File: config.mk
export PLATFORM = sky130hd
export DESIGN_NAME = ioctl_rom_router_flat
export DESIGN_NICKNAME = d
export VERILOG_FILES = /design/src/rtl/ioctl_rom_router_if.sv /design/src/rtl/ioctl_rom_router.sv /design/src/flat_wrapper.sv
export SDC_FILE = /design/constraint.sdc
export NUM_CORES = 1
export LEC_CHECK = 0
export ABC_AREA = 1
export BUFFER_PORTS_ARGS = -buffer_cell sky130_fd_sc_hd__buf_2
export CORE_MARGIN = 3
export CORE_UTILIZATION = 51
export CTS_CLUSTER_DIAMETER = 150
export DETAILED_ROUTE_END_ITERATION = 12
export PLACE_DENSITY = 0.81
export SLEW_MARGIN = 30
export SYNTH_ARGS = -nofsm -noshare
export SYNTH_HDL_FRONTEND = slang
export SYNTH_SLANG_ARGS = --single-unit
File: constraint.sdc
create_clock -name clk_sys -period 2.8 [get_ports clk_sys]
set_clock_uncertainty 0.05 [all_clocks]
set_input_delay 0.14 -clock clk_sys [delete_from_list [all_inputs] [get_ports clk_sys]]
set_output_delay 0.14 -clock clk_sys [all_outputs]
set_load 0.03 [all_outputs]
File: src/rtl/ioctl_rom_router_if.sv
// Toggle req/ack write-port bundle between the ROM router and the memory
// controller, one request/ack pair per destination region.
interface ioctl_rom_router_if #(
  parameter int NREG = 2,
  parameter int WB   = 2,
  parameter int AW   = 24
);
  logic [NREG-1:0]      port_req;
  logic [NREG-1:0]      port_ack;
  logic [NREG*AW-1:0]   port_a;
  logic [NREG*WB-1:0]   port_ds;
  logic [NREG*8*WB-1:0] port_d;
  logic [NREG-1:0]      port_we;

  modport master (
    output port_req, port_a, port_ds, port_d, port_we,
    input  port_ack
  );

  modport slave (
    input  port_req, port_a, port_ds, port_d, port_we,
    output port_ack
  );
endinterface

File: src/rtl/ioctl_rom_router.sv
// Routes the byte-serial ioctl ROM download into NREG toggle req/ack write
// ports, packing bytes into WB-byte words and flagging completion.
module ioctl_rom_router #(
  parameter int                 NREG        = 2,
  parameter int                 WB          = 2,
  parameter int                 AW          = 24,
  parameter logic [7:0]         ROM_INDEX   = 8'd0,
  parameter logic [NREG*25-1:0] REGION_BASE = {25'h0E000, 25'h0},
  parameter logic [24:0]        REGION_TOP  = 25'h1FFFFFF
) (
  input  logic                      clk_sys,
  input  logic                      reset,
  input  logic                      ioctl_downl,
  input  logic [7:0]                ioctl_index,
  input  logic                      ioctl_wr,
  input  logic [24:0]               ioctl_addr,
  input  logic [7:0]                ioctl_dout,
  output logic                      ioctl_wait,
  ioctl_rom_router_if.master        mem,
  output logic                      rom_loaded,
  output logic                      overflow
);

  localparam int LB = $clog2(WB);
  localparam int LW = (LB > 0) ? LB : 1;
  localparam int KW = (NREG > 1) ? $clog2(NREG) : 1;
  localparam int OW = (AW + LB > 25) ? AW + LB : 25;

  typedef enum logic [1:0] {S_IDLE, S_ISSUE, S_DRAIN, S_DONE} state_t;

  state_t            state;
  logic              wr_q, act_q, loading, end_pend;
  logic [NREG-1:0]   ack_q;
  logic              buf_v;
  logic [KW-1:0]     buf_k;
  logic [AW-1:0]     buf_word;
  logic [8*WB-1:0]   buf_d;
  logic [WB-1:0]     buf_ds;
  logic              pend_v, pend_last;
  logic [KW-1:0]     pend_k;
  logic [AW-1:0]     pend_word;
  logic [8*WB-1:0]   pend_d;
  logic [WB-1:0]     pend_ds;

  logic              act, act_rise, act_fall, wr_rise, accept, port_free, end_now;
  logic              dec_ovf, dec_same, dec_last;
  logic [KW-1:0]     dec_k;
  logic [24:0]       dec_base;
  logic [OW-1:0]     dec_off;
  logic [AW-1:0]     dec_word;
  logic [LW-1:0]     dec_lane;
  logic [8*WB-1:0]   dec_dword;
  logic [WB-1:0]     dec_dsw;

  assign act       = ioctl_downl && (ioctl_index == ROM_INDEX);
  assign act_rise  = act & ~act_q;
  assign act_fall  = act_q & ~act;
  assign wr_rise   = ioctl_wr & ~wr_q;
  assign end_now   = end_pend | act_fall;
  assign port_free = (mem.port_req[buf_k] == ack_q[buf_k]);
  // A pending byte from a region/word change also stalls the loader until it is buffered.
  assign ioctl_wait = (state == S_DRAIN) || ((state == S_ISSUE) && (!port_free || pend_v));
  assign accept    = wr_rise && act && !ioctl_wait && ((state == S_IDLE) || (state == S_ISSUE));

  always_comb begin
    dec_k    = '0;
    dec_base = REGION_BASE[24:0];
    for (int unsigned i = 1; i < NREG; i++) begin
      if (ioctl_addr >= REGION_BASE[i*25 +: 25]) begin
        dec_k    = KW'(i);
        dec_base = REGION_BASE[i*25 +: 25];
      end
    end
    dec_ovf   = (ioctl_addr >= REGION_TOP) || (ioctl_addr < REGION_BASE[24:0]);
    dec_off   = OW'(ioctl_addr - dec_base);
    dec_word  = dec_off[LB +: AW];
    dec_lane  = LW'(dec_off % OW'(WB));
    dec_last  = (int'(dec_lane) == WB - 1);
    dec_dword = '0;
    dec_dword[dec_lane*8 +: 8] = ioctl_dout;
    dec_dsw   = '0;
    dec_dsw[dec_lane] = 1'b1;
    dec_same  = buf_v && (dec_k == buf_k) && (dec_word == buf_word);
  end

  always_ff @(posedge clk_sys) begin
    if (reset) begin
      state        <= S_IDLE;
      wr_q         <= 1'b0;
      act_q        <= 1'b0;
      ack_q        <= '0;
      loading      <= 1'b0;
      end_pend     <= 1'b0;
      buf_v        <= 1'b0;
      buf_k        <= '0;
      buf_word     <= '0;
      buf_d        <= '0;
      buf_ds       <= '0;
      pend_v       <= 1'b0;
      pend_last    <= 1'b0;
      pend_k       <= '0;
      pend_word    <= '0;
      pend_d       <= '0;
      pend_ds      <= '0;
      mem.port_req <= '0;
      mem.port_a   <= '0;
      mem.port_ds  <= '0;
      mem.port_d   <= '0;
      mem.port_we  <= '0;
      rom_loaded   <= 1'b0;
      overflow     <= 1'b0;
    end else begin
      wr_q        <= ioctl_wr;
      act_q       <= act;
      ack_q       <= mem.port_ack;
      mem.port_we <= {NREG{loading}};
      if (act) loading <= 1'b1;
      if (accept && dec_ovf) overflow <= 1'b1;

      case (state)
        S_IDLE: begin
          if (accept && !dec_ovf) begin
            if (!buf_v || dec_same) begin
              buf_v    <= 1'b1;
              buf_k    <= dec_k;
              buf_word <= dec_word;
              buf_d[dec_lane*8 +: 8] <= ioctl_dout;
              buf_ds[dec_lane]       <= 1'b1;
              if (dec_last) state <= S_ISSUE;
            end else begin
              pend_v    <= 1'b1;
              pend_k    <= dec_k;
              pend_word <= dec_word;
              pend_d    <= dec_dword;
              pend_ds   <= dec_dsw;
              pend_last <= dec_last;
              state     <= S_ISSUE;
            end
          end else if (act_fall) begin
            if (buf_v) begin
              end_pend <= 1'b1;
              state    <= S_ISSUE;
            end else begin
              state <= S_DRAIN;
            end
          end
        end

        S_ISSUE: begin
          if (port_free) begin
            mem.port_req[buf_k]             <= ~mem.port_req[buf_k];
            mem.port_a[buf_k*AW +: AW]      <= buf_word;
            mem.port_ds[buf_k*WB +: WB]     <= buf_ds;
            mem.port_d[buf_k*8*WB +: 8*WB]  <= buf_d;
            // The freed buffer is refilled by the stalled byte, or by a fresh strobe.
            if (pend_v) begin
              pend_v   <= 1'b0;
              buf_k    <= pend_k;
              buf_word <= pend_word;
              buf_d    <= pend_d;
              buf_ds   <= pend_ds;
              end_pend <= end_now;
              state    <= (pend_last || end_now) ? S_ISSUE : S_IDLE;
            end else if (accept && !dec_ovf) begin
              buf_k    <= dec_k;
              buf_word <= dec_word;
              buf_d    <= dec_dword;
              buf_ds   <= dec_dsw;
              state    <= dec_last ? S_ISSUE : S_IDLE;
            end else begin
              buf_v    <= 1'b0;
              buf_d    <= '0;
              buf_ds   <= '0;
              end_pend <= 1'b0;
              state    <= end_now ? S_DRAIN : S_IDLE;
            end
          end else if (act_fall) begin
            end_pend <= 1'b1;
          end
        end

        S_DRAIN: begin
          if (mem.port_req == ack_q) begin
            state      <= S_DONE;
            rom_loaded <= 1'b1;
            loading    <= 1'b0;
          end
        end

        S_DONE: begin
          if (act_rise) begin
            state      <= S_IDLE;
            rom_loaded <= 1'b0;
          end
        end

        default: state <= S_IDLE;
      endcase
    end
  end

endmodule

File: src/flat_wrapper.sv
// flat-port wrapper written by rule: the top's interface ports become plain ports
module ioctl_rom_router_flat 
#(
  parameter int                 NREG        = 2,
  parameter int                 WB          = 2,
  parameter int                 AW          = 24,
  parameter logic [7:0]         ROM_INDEX   = 8'd0,
  parameter logic [NREG*25-1:0] REGION_BASE = {25'h0E000, 25'h0},
  parameter logic [24:0]        REGION_TOP  = 25'h1FFFFFF
)
  (clk_sys, reset, ioctl_downl, ioctl_index, ioctl_wr, ioctl_addr, ioctl_dout, ioctl_wait, rom_loaded, overflow, mem_port_req, mem_port_a, mem_port_ds, mem_port_d, mem_port_we, mem_port_ack);
  ioctl_rom_router_if #(.NREG(NREG), .WB(WB), .AW(AW)) mem_i ();
  input  logic clk_sys;
  input  logic reset;
  input  logic ioctl_downl;
  input  logic [7:0] ioctl_index;
  input  logic ioctl_wr;
  input  logic [24:0] ioctl_addr;
  input  logic [7:0] ioctl_dout;
  output logic ioctl_wait;
  output logic rom_loaded;
  output logic overflow;
  output wire logic [$bits(mem_i.port_req)-1:0] mem_port_req;
  output wire logic [$bits(mem_i.port_a)-1:0] mem_port_a;
  output wire logic [$bits(mem_i.port_ds)-1:0] mem_port_ds;
  output wire logic [$bits(mem_i.port_d)-1:0] mem_port_d;
  output wire logic [$bits(mem_i.port_we)-1:0] mem_port_we;
  input wire logic [$bits(mem_i.port_ack)-1:0] mem_port_ack;
  assign mem_port_req = mem_i.port_req;
  assign mem_port_a = mem_i.port_a;
  assign mem_port_ds = mem_i.port_ds;
  assign mem_port_d = mem_i.port_d;
  assign mem_port_we = mem_i.port_we;
  assign mem_i.port_ack = mem_port_ack;
  ioctl_rom_router #(.NREG(NREG), .WB(WB), .AW(AW), .ROM_INDEX(ROM_INDEX), .REGION_BASE(REGION_BASE), .REGION_TOP(REGION_TOP)) u_core (.clk_sys(clk_sys), .reset(reset), .ioctl_downl(ioctl_downl), .ioctl_index(ioctl_index), .ioctl_wr(ioctl_wr), .ioctl_addr(ioctl_addr), .ioctl_dout(ioctl_dout), .ioctl_wait(ioctl_wait), .mem(mem_i), .rom_loaded(rom_loaded), .overflow(overflow));
endmodule
==> flow_summary.toml <==
[power]
power_frac_seq_pct = 38.0
p_int_mw = 5.16
power_density_mw_per_mm2 = 780
p_switching_mw = 3.26
pwr-share-comb_pct = 34.3
leakagePower_nw = 5.02
ir_worst_vdd_mv = 0.470
clockPowerShare_pct = 27.7
p_sw_share_pct = 38.7
total_power_mw = 8.41

[status]
status = "finished with violations"
violations = "setup timing"

[clock_network]
cts_tree = "built"
clk_pin_slew_worst_paths_ps = 70
cts_buffers = 17
cts_buffer_depth = 2
cts_root_buf = "clkbuf_16"
clk_latency_ps = 430
htree_levels = 4
clock_sinks = 185

[floorplan]
die-area_mm2 = 0.0181
die_h_um = 134
start_util_pct = 52.6
core-area_mm2 = 0.0160
die_x_um = 134
rows = 46
num_io_pins = 138

[critical_path]
rr_worst_depth = 13
cp-end-kind = "flip-flop"
path_class = "primary input to flip-flop"
critPathMaxFanout = 7
cpPeakStageDelay_ps = 450
crit_chain = "buf_8 > nor2_4 > nand2_2 > nor2_2 > nand2_2 > ha_4 > inv_4 > fa_2 > xnor2_1 > nand3_1 > nor2_1 > nand3_1 > nor2_1 > nand2_1 > nor2_1 > nand3_2 > nand3_4 > nand3_4 > clkbuf_16 > nand2_2 > nand2_1 > nor2_1"
startpoint_type = "primary input"
cp_slowest_cell = "fa_2"
required_ps = 3120
crit_path_frequent_cell = "nor2_1"
crit_arrival_ps = 3170

[routing]
routed_via_density = 5.34
drt_first_pass_iters = 5
wl_per_cell_um = 14.9
drt-total-wl_um = 24500
vias = 8761
drtIter0Drc = 807
drc = 0
drtAntennaViolNets = 0

[global_routing]
grt_max_degree = 58
gr-usage-all-layers_pct = 24.3
grt_first_pass_wirelength_um = 36200
grt_overflow = 0
antenna_found_initial = 0
grt_pass1_vias = 7652

[synthesis]
async_reset_ff_share_pct = 0
synth_nets = 1276
ys_types = 37
yosys_register_bits = 185
yosysWarnings = 0
synthCells = 1225
synth-edff-count = 0
synth.cell_area_mm2 = 0.00842
synth_ff_type = "dfxtp_1"
yosysSeqAreaShare_pct = 44.0
synth_area_per_cell_um2 = 6.87

[hold_path]
hold_path.class = "primary input to flip-flop"
worstHoldPathCells = 3

[layout]
final_cell_mix = "245 x nand2_1, 185 x dfxtp_1, 170 x nor2_1"
layout_commonest_cell = "nand2_1"
fin_nets = 1463
antenna_cells = 0
drive_above_1_share_pct = 22.0
area_delta_synth_final_pct = 28.2

[sta]
tightest_slew_ps = 672
fin_ws_ps = -54.0
fin_crit_ps = 2850
drv_slew = 0
setup_tns_ps = -355
max_freq_mhz = 350
rsz0062_at_grt = "true"
max-slew-margin-rel_pct = 55.1
final_hold_viol_count = 0
period_share_pct = 102
setup_viol = 19

[place]
hpwl_um = 15500
place.gp.congestion = 0.906
numPortBuffers = 137
dp_slack_ps = -396

[job]
drv_cap = 0
==> metrics by stage <==
step,area [um2],util [%],hold slack (ps),instances
after floorplan,8420,-,197,1225
after global placement,9600,60.0,300,1576
after detailed placement,9600,60.0,306,1576
after CTS,10400,64.8,1.21,1628
after global routing,10800,67.4,19.5,1641
final,10800,67.4,13.6,1641
==> final timing paths <==
kind | from | end | slack, ps
setup / recovery | ioctl_addr[19] | u_core.buf_word[1] | -50
hold / removal | ioctl_addr[2] | u_core.pend_word[1] | 10
setup reg to reg | u_core.buf_k | u_core.buf_word[1] | 160
hold reg to reg | u_core.loading | u_core.mem.port_we[0] | 380
==> synth_stat cells, types with 2 or more instances <==
master / number / area [um2]
o21bai_1: 8 / 60.1
nand3_1: 53 / 265
nor2_1: 183 / 687
or2_2: 2 / 12.5
a21oi_1: 113 / 566
buf_4: 4 / 30.0
o21ai_2: 2 / 17.5
inv_2: 5 / 18.8
nor2b_1: 9 / 56.3
xnor2_1: 2 / 17.5
o21ai_0: 126 / 631
a32o_1: 2 / 20.0
nand3_2: 3 / 30.0
clkbuf_1: 43 / 161
nand2_1: 264 / 991
dfxtp_1: 185 / 3700
o21ai_1: 2 / 10.0
a21boi_0: 8 / 60.1
ha_1: 3 / 37.5
a211oi_1: 17 / 128
nor2_2: 7 / 43.8
nor3_1: 3 / 15.0
nand2_2: 5 / 31.3
buf_2: 10 / 50.1
inv_1: 125 / 469
buf_6: 4 / 45.0
nor4_1: 2 / 12.5
a31oi_1: 2 / 12.5
clkinv_1: 4 / 15.0
nand4_1: 22 / 138
==> what timing repair did <==
action | 4_1_cts | 5_1_grt
gates resized for setup | 0 | 73
hold endpoints to repair | 28 | 0
endpoints found under the setup margin | 0 | 86
setup buffers | 0 | 7
hold buffers | 20 | 0
==> worst max-delay path: cells and delay by family <==
family | cells | cell delay (ps)
AND/OR/NAND/NOR | 16 | 1830
adder cells (fa/ha/maj) | 2 | 640
buffers and inverters | 3 | 410
XOR/XNOR | 1 | 160
==> per-layer routing <==
| metal | wire [um] | global-route usage (%) | vias up |
|---|---|---|---|
| met5 | 0 | 0 | - |
| li1 | - | - | 4324 |
| met1 | 9950 | 31.0 | 3989 |
| met2 | 12100 | 42.0 | 381 |
| met4 | 656 | 7.75 | 0 |
| met3 | 1760 | 4.36 | 67 |
==> area by class of cell <==
cell class	instances	area, um2
fill	1336	5210
multi-input combinational	845	4130
sequential	185	3700
timing repair buffer	229	1600
inverter	134	507
clock buffer	19	443
tap	216	270
clock inverter	13	134
==> power groups by stage <==
stage	clock network, mW	logic (mW)	registers, mW
after floorplan	0	1.39	3.61
after global placement	0	2.46	3.23
after detailed placement	0	2.51	3.24
after CTS	2.37	2.55	3.19
after global routing	2.47	3.15	3.23
final	2.33	2.89	3.20
==> registers in the layout, summed over array words and instances, names as in the netlist, 4 cells and up <==
| name | flops |
|---|---|
| u_core.buf_d | 16 |
| u_core.mem.port_d | 32 |
| u_core.pend_d | 16 |
| u_core.mem.port_ds | 4 |
| u_core.pend_word | 24 |
| u_core.mem.port_a | 48 |
| u_core.buf_word | 24 |
==> cell families (layout without fill, tap and decap cells) <==
family / Yosys count / count (layout) / share of synthesized area [%]
compound gates: 283 / 283 / 18.2
xor+xnor: 3 / 3 / 0.312
fa+ha+maj: 4 / 4 / 0.684
buf+inv: 195 / 395 / 9.38
flops: 185 / 185 / 44.0
simple gates: 555 / 555 / 27.5
(Power assumes the default switching activity.)
